==> src/rtl/excptn_pkg.sv <==
// Shared types and constants for the exception sequencing controller.
package excptn_pkg;

  localparam int INSTR_NUM_BYTES = 4;

  localparam logic [31:0] VEC_OVF   = 32'h8000_0180;
  localparam logic [31:0] VEC_UNDEF = 32'h8000_0000;
  localparam logic [31:0] VEC_IRQ   = 32'h8000_0200;

  typedef enum logic [1:0] {
    ST_IDLE,
    ST_ENTER,
    ST_HANDLER,
    ST_RETURN
  } state_e;

  typedef enum logic [4:0] {
    CAUSE_IRQ   = 5'd0,
    CAUSE_UNDEF = 5'd10,
    CAUSE_OVF   = 5'd12
  } cause_e;

  typedef struct packed {
    logic f_if;
    logic f_id;
    logic f_ex;
  } flush_t;

  // Result of the priority select for one cycle.
  typedef struct packed {
    logic        valid;
    cause_e      code;
    logic [31:0] vector;
    flush_t      flush;
    logic        from_ex;  // faulting instruction lives in EX (else ID)
  } exc_sel_t;

endpackage

==> src/rtl/excptn_seq_ctrl_if.sv <==
// Pipeline <-> exception controller signal bundle.
interface excptn_seq_ctrl_if;
  logic        ovf_exc_EX;
  logic        undef_exc_ID;
  logic        irq;
  logic        irq_en;
  logic        eret_ID;
  logic [31:0] pc_plus_4_EX;
  logic [31:0] pc_plus_4_ID;
  logic        flush_IF;
  logic        flush_ID;
  logic        flush_EX;
  logic        pc_redirect;
  logic [31:0] redirect_addr;
  logic [31:0] epc;
  logic [31:0] cause;
  logic        exl;
  logic        busy;

  // Pipeline side: raises events, consumes flushes and redirects.
  modport master (
    output ovf_exc_EX, undef_exc_ID, irq, irq_en, eret_ID, pc_plus_4_EX, pc_plus_4_ID,
    input  flush_IF, flush_ID, flush_EX, pc_redirect, redirect_addr, epc, cause, exl, busy
  );

  // Controller side.
  modport slave (
    input  ovf_exc_EX, undef_exc_ID, irq, irq_en, eret_ID, pc_plus_4_EX, pc_plus_4_ID,
    output flush_IF, flush_ID, flush_EX, pc_redirect, redirect_addr, epc, cause, exl, busy
  );
endinterface

==> src/rtl/excptn_prio_enc.sv <==
// Combinational priority select: overflow > undefined instruction > interrupt.
module excptn_prio_enc
  import excptn_pkg::*;
(
  input  logic     ovf,
  input  logic     undef,
  input  logic     irq_ok,   // interrupt already qualified by enable/exl/state
  output exc_sel_t sel
);

  // Pick the highest-priority pending event and its vector, code and flush mask.
  always_comb begin
    // NOTE: assigning a full default first keeps every path driven, so no latch is inferred.
    sel = '{valid: 1'b0, code: CAUSE_IRQ, vector: '0, flush: '0, from_ex: 1'b0};
    if (ovf) begin
      sel = '{valid: 1'b1, code: CAUSE_OVF, vector: VEC_OVF,
              flush: '{f_if: 1'b1, f_id: 1'b1, f_ex: 1'b1}, from_ex: 1'b1};
    end else if (undef) begin
      sel = '{valid: 1'b1, code: CAUSE_UNDEF, vector: VEC_UNDEF,
              flush: '{f_if: 1'b1, f_id: 1'b1, f_ex: 1'b0}, from_ex: 1'b0};
    end else if (irq_ok) begin
      sel = '{valid: 1'b1, code: CAUSE_IRQ, vector: VEC_IRQ,
              flush: '{f_if: 1'b1, f_id: 1'b1, f_ex: 1'b0}, from_ex: 1'b0};
    end
  end

endmodule

==> src/rtl/excptn_seq_ctrl.sv <==
// Exception sequencing controller: latches the winning event, redirects the PC
// to its vector for one cycle, tracks EPC/cause/exl and handles ERET.
module excptn_seq_ctrl
  import excptn_pkg::*;
(
  input  logic               clk,
  input  logic               rst,
  excptn_seq_ctrl_if.slave   bus
);

  state_e      state_q,  state_d;
  logic [31:0] epc_q,    epc_d;
  logic [4:0]  cause_q,  cause_d;
  logic        exl_q,    exl_d;
  flush_t      flush_q,  flush_d;
  logic        redir_q,  redir_d;
  logic [31:0] raddr_q,  raddr_d;

  exc_sel_t    sel;
  logic        irq_ok;
  logic        can_take;

  // Interrupts are only taken from a quiet IDLE outside a handler.
  assign irq_ok   = bus.irq & bus.irq_en & ~exl_q & (state_q == ST_IDLE);
  assign can_take = (state_q == ST_IDLE) || (state_q == ST_HANDLER);

  excptn_prio_enc u_prio_enc (
    .ovf    (bus.ovf_exc_EX),
    .undef  (bus.undef_exc_ID),
    .irq_ok (irq_ok),
    .sel    (sel)
  );

  // Next-state and next-output computation; outputs are one-cycle pulses
  // loaded for the state being entered.
  always_comb begin
    state_d = state_q;
    epc_d   = epc_q;
    cause_d = cause_q;
    exl_d   = exl_q;
    flush_d = '0;
    redir_d = 1'b0;
    raddr_d = '0;
    unique case (state_q)
      ST_IDLE, ST_HANDLER: begin
        // A sync event wins over a same-cycle ERET.
        if (can_take && sel.valid) begin
          state_d = ST_ENTER;
          cause_d = sel.code;
          exl_d   = 1'b1;
          redir_d = 1'b1;
          raddr_d = sel.vector;
          flush_d = sel.flush;
          // Nested entries keep the original return address.
          if (!exl_q) begin
            epc_d = (sel.from_ex ? bus.pc_plus_4_EX : bus.pc_plus_4_ID)
                    - 32'(INSTR_NUM_BYTES);
          end
        end else if (state_q == ST_HANDLER && bus.eret_ID) begin
          state_d = ST_RETURN;
          redir_d = 1'b1;
          raddr_d = epc_q;
          flush_d = '{f_if: 1'b1, f_id: 1'b0, f_ex: 1'b0};
        end
      end
      ST_ENTER:  state_d = ST_HANDLER;
      ST_RETURN: begin
        state_d = ST_IDLE;
        exl_d   = 1'b0;
      end
      default:   state_d = ST_IDLE;
    endcase
  end

  // State and output registers with synchronous reset.
  always_ff @(posedge clk) begin
    // NOTE: sequential state uses non-blocking assignments so every flop samples pre-edge values.
    if (rst) begin
      state_q <= ST_IDLE;
      epc_q   <= '0;
      cause_q <= '0;
      exl_q   <= 1'b0;
      flush_q <= '0;
      redir_q <= 1'b0;
      raddr_q <= '0;
    end else begin
      state_q <= state_d;
      epc_q   <= epc_d;
      cause_q <= cause_d;
      exl_q   <= exl_d;
      flush_q <= flush_d;
      redir_q <= redir_d;
      raddr_q <= raddr_d;
    end
  end

  assign bus.flush_IF      = flush_q.f_if;
  assign bus.flush_ID      = flush_q.f_id;
  assign bus.flush_EX      = flush_q.f_ex;
  assign bus.pc_redirect   = redir_q;
  assign bus.redirect_addr = raddr_q;
  assign bus.epc           = epc_q;
  assign bus.cause         = {27'd0, cause_q};
  assign bus.exl           = exl_q;
  assign bus.busy          = (state_q == ST_ENTER) || (state_q == ST_RETURN);

endmodule

==> src/flat_wrapper.sv <==
// flat-port wrapper written by rule: the top's interface ports become plain ports
module excptn_seq_ctrl_flat import excptn_pkg::*;
  (clk, rst, bus_ovf_exc_EX, bus_undef_exc_ID, bus_irq, bus_irq_en, bus_eret_ID, bus_pc_plus_4_EX, bus_pc_plus_4_ID, bus_flush_IF, bus_flush_ID, bus_flush_EX, bus_pc_redirect, bus_redirect_addr, bus_epc, bus_cause, bus_exl, bus_busy);
  excptn_seq_ctrl_if bus_i ();
  input  logic clk;
  input  logic rst;
  input wire logic [$bits(bus_i.ovf_exc_EX)-1:0] bus_ovf_exc_EX;
  input wire logic [$bits(bus_i.undef_exc_ID)-1:0] bus_undef_exc_ID;
  input wire logic [$bits(bus_i.irq)-1:0] bus_irq;
  input wire logic [$bits(bus_i.irq_en)-1:0] bus_irq_en;
  input wire logic [$bits(bus_i.eret_ID)-1:0] bus_eret_ID;
  input wire logic [$bits(bus_i.pc_plus_4_EX)-1:0] bus_pc_plus_4_EX;
  input wire logic [$bits(bus_i.pc_plus_4_ID)-1:0] bus_pc_plus_4_ID;
  output wire logic [$bits(bus_i.flush_IF)-1:0] bus_flush_IF;
  output wire logic [$bits(bus_i.flush_ID)-1:0] bus_flush_ID;
  output wire logic [$bits(bus_i.flush_EX)-1:0] bus_flush_EX;
  output wire logic [$bits(bus_i.pc_redirect)-1:0] bus_pc_redirect;
  output wire logic [$bits(bus_i.redirect_addr)-1:0] bus_redirect_addr;
  output wire logic [$bits(bus_i.epc)-1:0] bus_epc;
  output wire logic [$bits(bus_i.cause)-1:0] bus_cause;
  output wire logic [$bits(bus_i.exl)-1:0] bus_exl;
  output wire logic [$bits(bus_i.busy)-1:0] bus_busy;
  assign bus_i.ovf_exc_EX = bus_ovf_exc_EX;
  assign bus_i.undef_exc_ID = bus_undef_exc_ID;
  assign bus_i.irq = bus_irq;
  assign bus_i.irq_en = bus_irq_en;
  assign bus_i.eret_ID = bus_eret_ID;
  assign bus_i.pc_plus_4_EX = bus_pc_plus_4_EX;
  assign bus_i.pc_plus_4_ID = bus_pc_plus_4_ID;
  assign bus_flush_IF = bus_i.flush_IF;
  assign bus_flush_ID = bus_i.flush_ID;
  assign bus_flush_EX = bus_i.flush_EX;
  assign bus_pc_redirect = bus_i.pc_redirect;
  assign bus_redirect_addr = bus_i.redirect_addr;
  assign bus_epc = bus_i.epc;
  assign bus_cause = bus_i.cause;
  assign bus_exl = bus_i.exl;
  assign bus_busy = bus_i.busy;
  excptn_seq_ctrl u_core (.clk(clk), .rst(rst), .bus(bus_i));
endmodule
==> config.mk <==
export PLATFORM = sky130hd
export DESIGN_NAME = excptn_seq_ctrl_flat
export DESIGN_NICKNAME = d
export VERILOG_FILES = /design/src/rtl/excptn_pkg.sv /design/src/rtl/excptn_seq_ctrl_if.sv /design/src/rtl/excptn_prio_enc.sv /design/src/rtl/excptn_seq_ctrl.sv /design/src/flat_wrapper.sv
export SDC_FILE = /design/constraint.sdc
export NUM_CORES = 1
export LEC_CHECK = 0
export CAP_MARGIN = 25
export CELL_PAD_IN_SITES_DETAIL_PLACEMENT = 2
export CELL_PAD_IN_SITES_GLOBAL_PLACEMENT = 2
export CORE_MARGIN = 2
export CORE_UTILIZATION = 25
export DETAILED_ROUTE_END_ITERATION = 8
export MAX_ROUTING_LAYER = met4
export PLACE_DENSITY = 0.93
export SKIP_CTS_REPAIR_TIMING = 1
export SLEW_MARGIN = 20
export SYNTH_ARGS = -nofsm -noshare
export SYNTH_HDL_FRONTEND = slang
export SYNTH_HIERARCHICAL = 1
export SYNTH_SLANG_ARGS = --single-unit
==> constraint.sdc <==
create_clock -name clk -period 4.9 [get_ports clk]
set_clock_uncertainty 0.2 [all_clocks]
set_input_delay 0.98 -clock clk [delete_from_list [all_inputs] [get_ports clk]]
set_output_delay 0.98 -clock clk [all_outputs]
set_load 0.02 [all_outputs]
======== Yosys cells after proc, flatten, opt, wreduce, memory -nomap -nowiden ========
Index checks and enable logic that the tools add are counted.
word-level totals
  output and inout bits ................... 102
  register bits after elaboration ......... 76
  input port bits ......................... 71
cells by class
  equality and inequality tests ........... 5
  multiplexer cells ....................... 15
  $add $sub $neg .......................... 1
  bitwise operators ....................... 5
  reductions and logical operators ........ 11
operators by type and width
  kind                   count
  $mux 42                3
  $mux 32                3
  $sub 32x3->32 const B  1
  $mux 3                 2
  $pmux 2 s3             1
  $eq 2x2->1 const B     2
  $mux 2                 2
  $reduce_and 2->1       2
  $reduce_or 2->1        2
  $and 1x1->1            3
  $mux 1                 3
  $ne 3x1->1 const B     1
  $reduce_and 3->1       1
  $eq 2x1->1 const B     1
  $logic_and 1x1->1      2
  $logic_not 2->1        1
  $logic_or 1x1->1       2
  $ne 2x1->1 const B     1
  $not 1->1              2
  $pmux 1 s2             1
  $reduce_bool 2->1      1

======== Depth between registers and ports, before layout ========
  depth after elaboration ................. 9
  gate-level depth with buffers ........... 14
  gate-level depth less buffers ........... 8

======== Cells and area by module ========
The synthesis kept the hierarchy.
by module, submodules not included
  module           sequential area each (sq um)  cells an instance  area an instance (sq um)  instances
  excptn_seq_ctrl  1,521.5                       498                4,160.2                   1
  excptn_prio_enc  0.0                           43                 315.3                     1

======== Worst setup path before layout ========
No wires, ideal clock.
  kind .................................... input-to-reg
  start point ............................. input port bus_ovf_exc_EX
  end point ............................... register u_core.epc_q[20], in the netlist u_core/bus.epc[20]
  required time ........................... 4.580 ns
  data arrival time ....................... 3.969 ns
  slack ................................... 0.611 ns
  stages on the path ...................... 14
  path through ............................ buf_4 buf_4 buf_2 buf_2 buf_2 buf_4 buf_2 mux2i_1 ha_1 o221ai_1 nor4_1 buf_2 o21ai_0 a211o_1
on the way
  word-level cells in the longest chain between the ends .. 3
ends and longest elaborated chain
  item                                               line                                          text
  start, declared                                    flat_wrapper.sv:7                             input wire logic [$bits(bus_i.ovf_exc_EX)-1:0] bus_ovf_exc_EX;
  $mux 42 (*)                                        excptn_prio_enc.sv:15                         if (ovf) begin
  $mux 32 or $logic_and 1x1->1 (tied branches)       excptn_seq_ctrl.sv:56, excptn_seq_ctrl.sv:47
  $sub 32x3->32 or $reduce_and 3->1 (tied branches)  n/a
  end signal, assigned                               excptn_seq_ctrl.sv:88                         epc_q <= epc_d;
  end, declared                                      excptn_seq_ctrl.sv:12                         logic [31:0] epc_q, epc_d;
Mark *: on every way between the ends. The rest lies on a longest branch, timed or not.
A chain may end at the register's enable or synchronous reset.

======== Worst setup path in the final report ========
  start point ............................. input port bus_pc_plus_4_EX[4]
  end point ............................... register u_core.epc_q[23], in the netlist u_core/bus.epc[23]
on the way
  word-level cells in the longest chain between the ends .. 2
ends and longest elaborated chain
  item             line                   text
  start, declared  flat_wrapper.sv:12     input wire logic [$bits(bus_i.pc_plus_4_EX)-1:0] bus_pc_plus_4_EX;
  $mux 32          excptn_seq_ctrl.sv:56  epc_d = (sel.from_ex ? bus.pc_plus_4_EX : bus.pc_plus_4_ID)
  $sub 32x3->32    excptn_seq_ctrl.sv:57  - 32'(INSTR_NUM_BYTES);
Every way passes these cells.

==> flow_summary.ini <==
[run_status]
status = complete, no violations

[worst_setup_path]
crit_fanout = 6
crit_chain = clkdlybuf4s50_1 -> or4b_1 -> a222oi_1 -> nand3_1 -> or4_1 -> nand3_1
critPathLaunch = bus_pc_plus_4_EX[4]
startpoint_type = input port
r2r-start = u_core/state_q[0]$_SDFFE_PP0P_
crit_slowest_cell = a222oi_1
critical-path-max-stage-delay_ns = 0.77
cp-end-kind = flip-flop
r2r_slack_ns = 1.76
arrival_ns = 3.95
cp_data_required_time_ns = 4.98
path_class = input port to flip-flop
path_common_cell = nand3_1

[pwr]
finalPower_w = 0.00190
ir_worst_vdd_mv = 0.137
power_density_nw_per_um2 = 308
p_leak_nw = 2.30

[global_routing]
first_global_vias = 4533
grt_overflow = 0
track_usage_pct = 18.1
grt_max_degree = 41
grt_pass1_wl_um = 25500
antenna_found_initial = 0

[placement]
hpwl_um = 12600
dp_slack_ns = 0.826
routabilityCongestion = 0.816
port-buffer-count = 145
dp_cells = 875

[yosys]
yosysSeqAreaShare_pct = 34.0
syn_inst = 541
ys_seq_elements = 76
avgSynthCellArea_sq_um = 8.27
synth_top_area_share_pct = 34.0
synth-simple-area-share_pct = 24.4
netlist_area_sq_um = 4480
synth_xor_area_share_pct = 2.15
synth_warnings = 6
yosys.area.top_type = dfxtp_1
synth-compound-area-share_pct = 16.5
synth_edf_count = 0
async_flop_share_pct = 0
yosysUniqueCellTypes = 57
synthMuxAreaShare_pct = 8.14
ys.flop_type = dfxtp_1
synth_fa_ha_area_share_pct = 0.280
synthTopCellsByArea = dfxtp_1, buf_4, mux2i_1
synth_top_family_by_area = simple AND/OR/NAND/NOR gates

[die]
core-area_sq_um = 17400
die_w_um = 138
die_area_sq_um = 19000
start_util_pct = 25.7
pin_count = 173
rows = 48
dieHeight_um = 138

[cells_and_area]
syn_to_final_growth_pct = 38.1
fin_nets = 733
diodes = 0
fin_util_pct = 35.5
drive_gt1_share_pct = 8.11
stdcell_count = 891

[sta]
fin_crit_sh_pct = 79.1
setup_violations = 0
fin_crit_ns = 3.88
max_freq_mhz = 258
worst_pin_slew_ns = 0.792
rsz0062_at_grt = false
hold_viol = 0
slew_violations = 0
tns_ns = 0
worst_slack_ns = 1.02
slew_headroom_pct = 47.2

[worst_hold_path]
hp-class = flip-flop to flip-flop
hp-start = u_core/cause_q[1]$_SDFFE_PP0P_

[routing]
postRouteWirelength_um = 16800
drc = 0
viasPerCell = 4.90
vias = 4364
ant_nets = 0
wire_per_inst_um = 18.8
first_pass_iters = 5
drtIter0Drc = 162

[cts]
clock_path_buffers = 2
cts_root_buffer = clkbuf_16
cts_tree = yes
cts_inserted_buffers = 9
cts_max_level = 3
clk_pin_slew_ns = 0.06
clk_latency_ns = 0.33
clock_sinks = 76

[flow_run]
drv_cap = 0
-- placed cells by master, fill, tap and decap left out, types with 6 or more instances in the layout --
cell type        synthesis  final
a211oi_1                 8      8
a21oi_1                 25     25
a22oi_1                 32     32
a311o_1                  6      6
buf_4                   67     11
clkbuf_16                0      9
clkdlybuf4s50_1          0    143
conb_1                   2     57
dfxtp_1                 76     76
mux2_2                  11     11
mux2i_1                 24     24
nand2_1                 34     34
nand3_1                  7      7
nand3b_1                11     11
nor2_1                  64     63
nor3_1                  30     29
nor3b_1                 15     15
nor4_1                   8      7
o21ai_0                 12     12
or3_1                    6      6
xor2_1                   7      7
-- per-stage QoR --
| step | hold slack [ns] | area [sq um] |
|---|---|---|
| 6_report | 0.261 | 6180 |
| 5_1_grt | 0.292 | 6180 |
| 4_1_cts | 0.266 | 6180 |
| 3_5_place_dp | 0.258 | 5860 |
| 3_3_place_gp | 0.242 | 5860 |
| 2_1_floorplan | 0.335 | 4680 |
-- path summary, 6_finish.rpt --
check                               endpoint  depth (start not counted)
max          u_core/bus.epc[23]$_SDFFE_PP0P_                          6
min           u_core/cause_q[1]$_SDFFE_PP0P_                          2
max reg2reg  u_core/bus.epc[12]$_SDFFE_PP0P_                          7
min reg2reg   u_core/cause_q[1]$_SDFFE_PP0P_                          2
-- critical path, delay by kind of cell --
family	cells	cell delay, ns
simple gates	4	1.73
buf+inv	1	0.47
compound gates	1	0.77
-- cell type report --
| type | count | area, sq um |
|---|---|---|
| clock inverters | 6 | 88.8 |
| clock buffers | 10 | 229 |
| repair buffers | 155 | 1520 |
| multi-input cells | 418 | 2540 |
| fillers | 2004 | 11200 |
| inverters | 1 | 3.75 |
| flip-flops and latches | 76 | 1520 |
| well taps | 225 | 282 |
-- report_power, final --
part           internal, W  switching [W]  total (W)
sequential        0.000667      0.0000378   0.000704
combinational     0.000207       0.000269   0.000477
clock             0.000446       0.000274   0.000720
total              0.00132       0.000581    0.00190
-- per-layer routing --
metal	vias to the layer above	routed length [um]	global-route usage (%)
met3	14	820	3.02
met5	-	0	-
li1	2076	-	-
met4	0	197	4.88
met1	2149	7530	22.3
met2	125	8230	30.6
-- cell families (layout without fill, tap and decap cells) --
| kind of cell | after synthesis | in the layout |
|---|---|---|
| muxes | 35 | 35 |
| AOI/OAI and AO/OA | 105 | 105 |
| other | 2 | 57 |
| xor gates and xnor gates | 11 | 11 |
| adders and majority gates | 1 | 1 |
| and+or+nand+nor | 209 | 209 |
| buffers and inverters | 102 | 172 |
| DFF | 76 | 76 |
-- synthesized netlist by cell type (12+ instances only) --
cell	n
clkbuf_1	24
a22oi_1	32
nor3b_1	15
o21ai_0	12
mux2i_1	24
buf_4	67
a21oi_1	25
nor2_1	64
nor3_1	30
dfxtp_1	76
nand2_1	34
-- flip-flops by register name, summed over array words and instances (netlist names) --
signal	count
u_core/bus.epc	32
u_core/bus.exl	1
u_core/bus.flush_EX	1
u_core/bus.flush_ID	1
u_core/bus.flush_IF	1
u_core/bus.pc_redirect	1
u_core/bus.redirect_addr	32
u_core/cause_q	5
u_core/state_q	2
No activity file was read; power rests on OpenSTA's default activity.
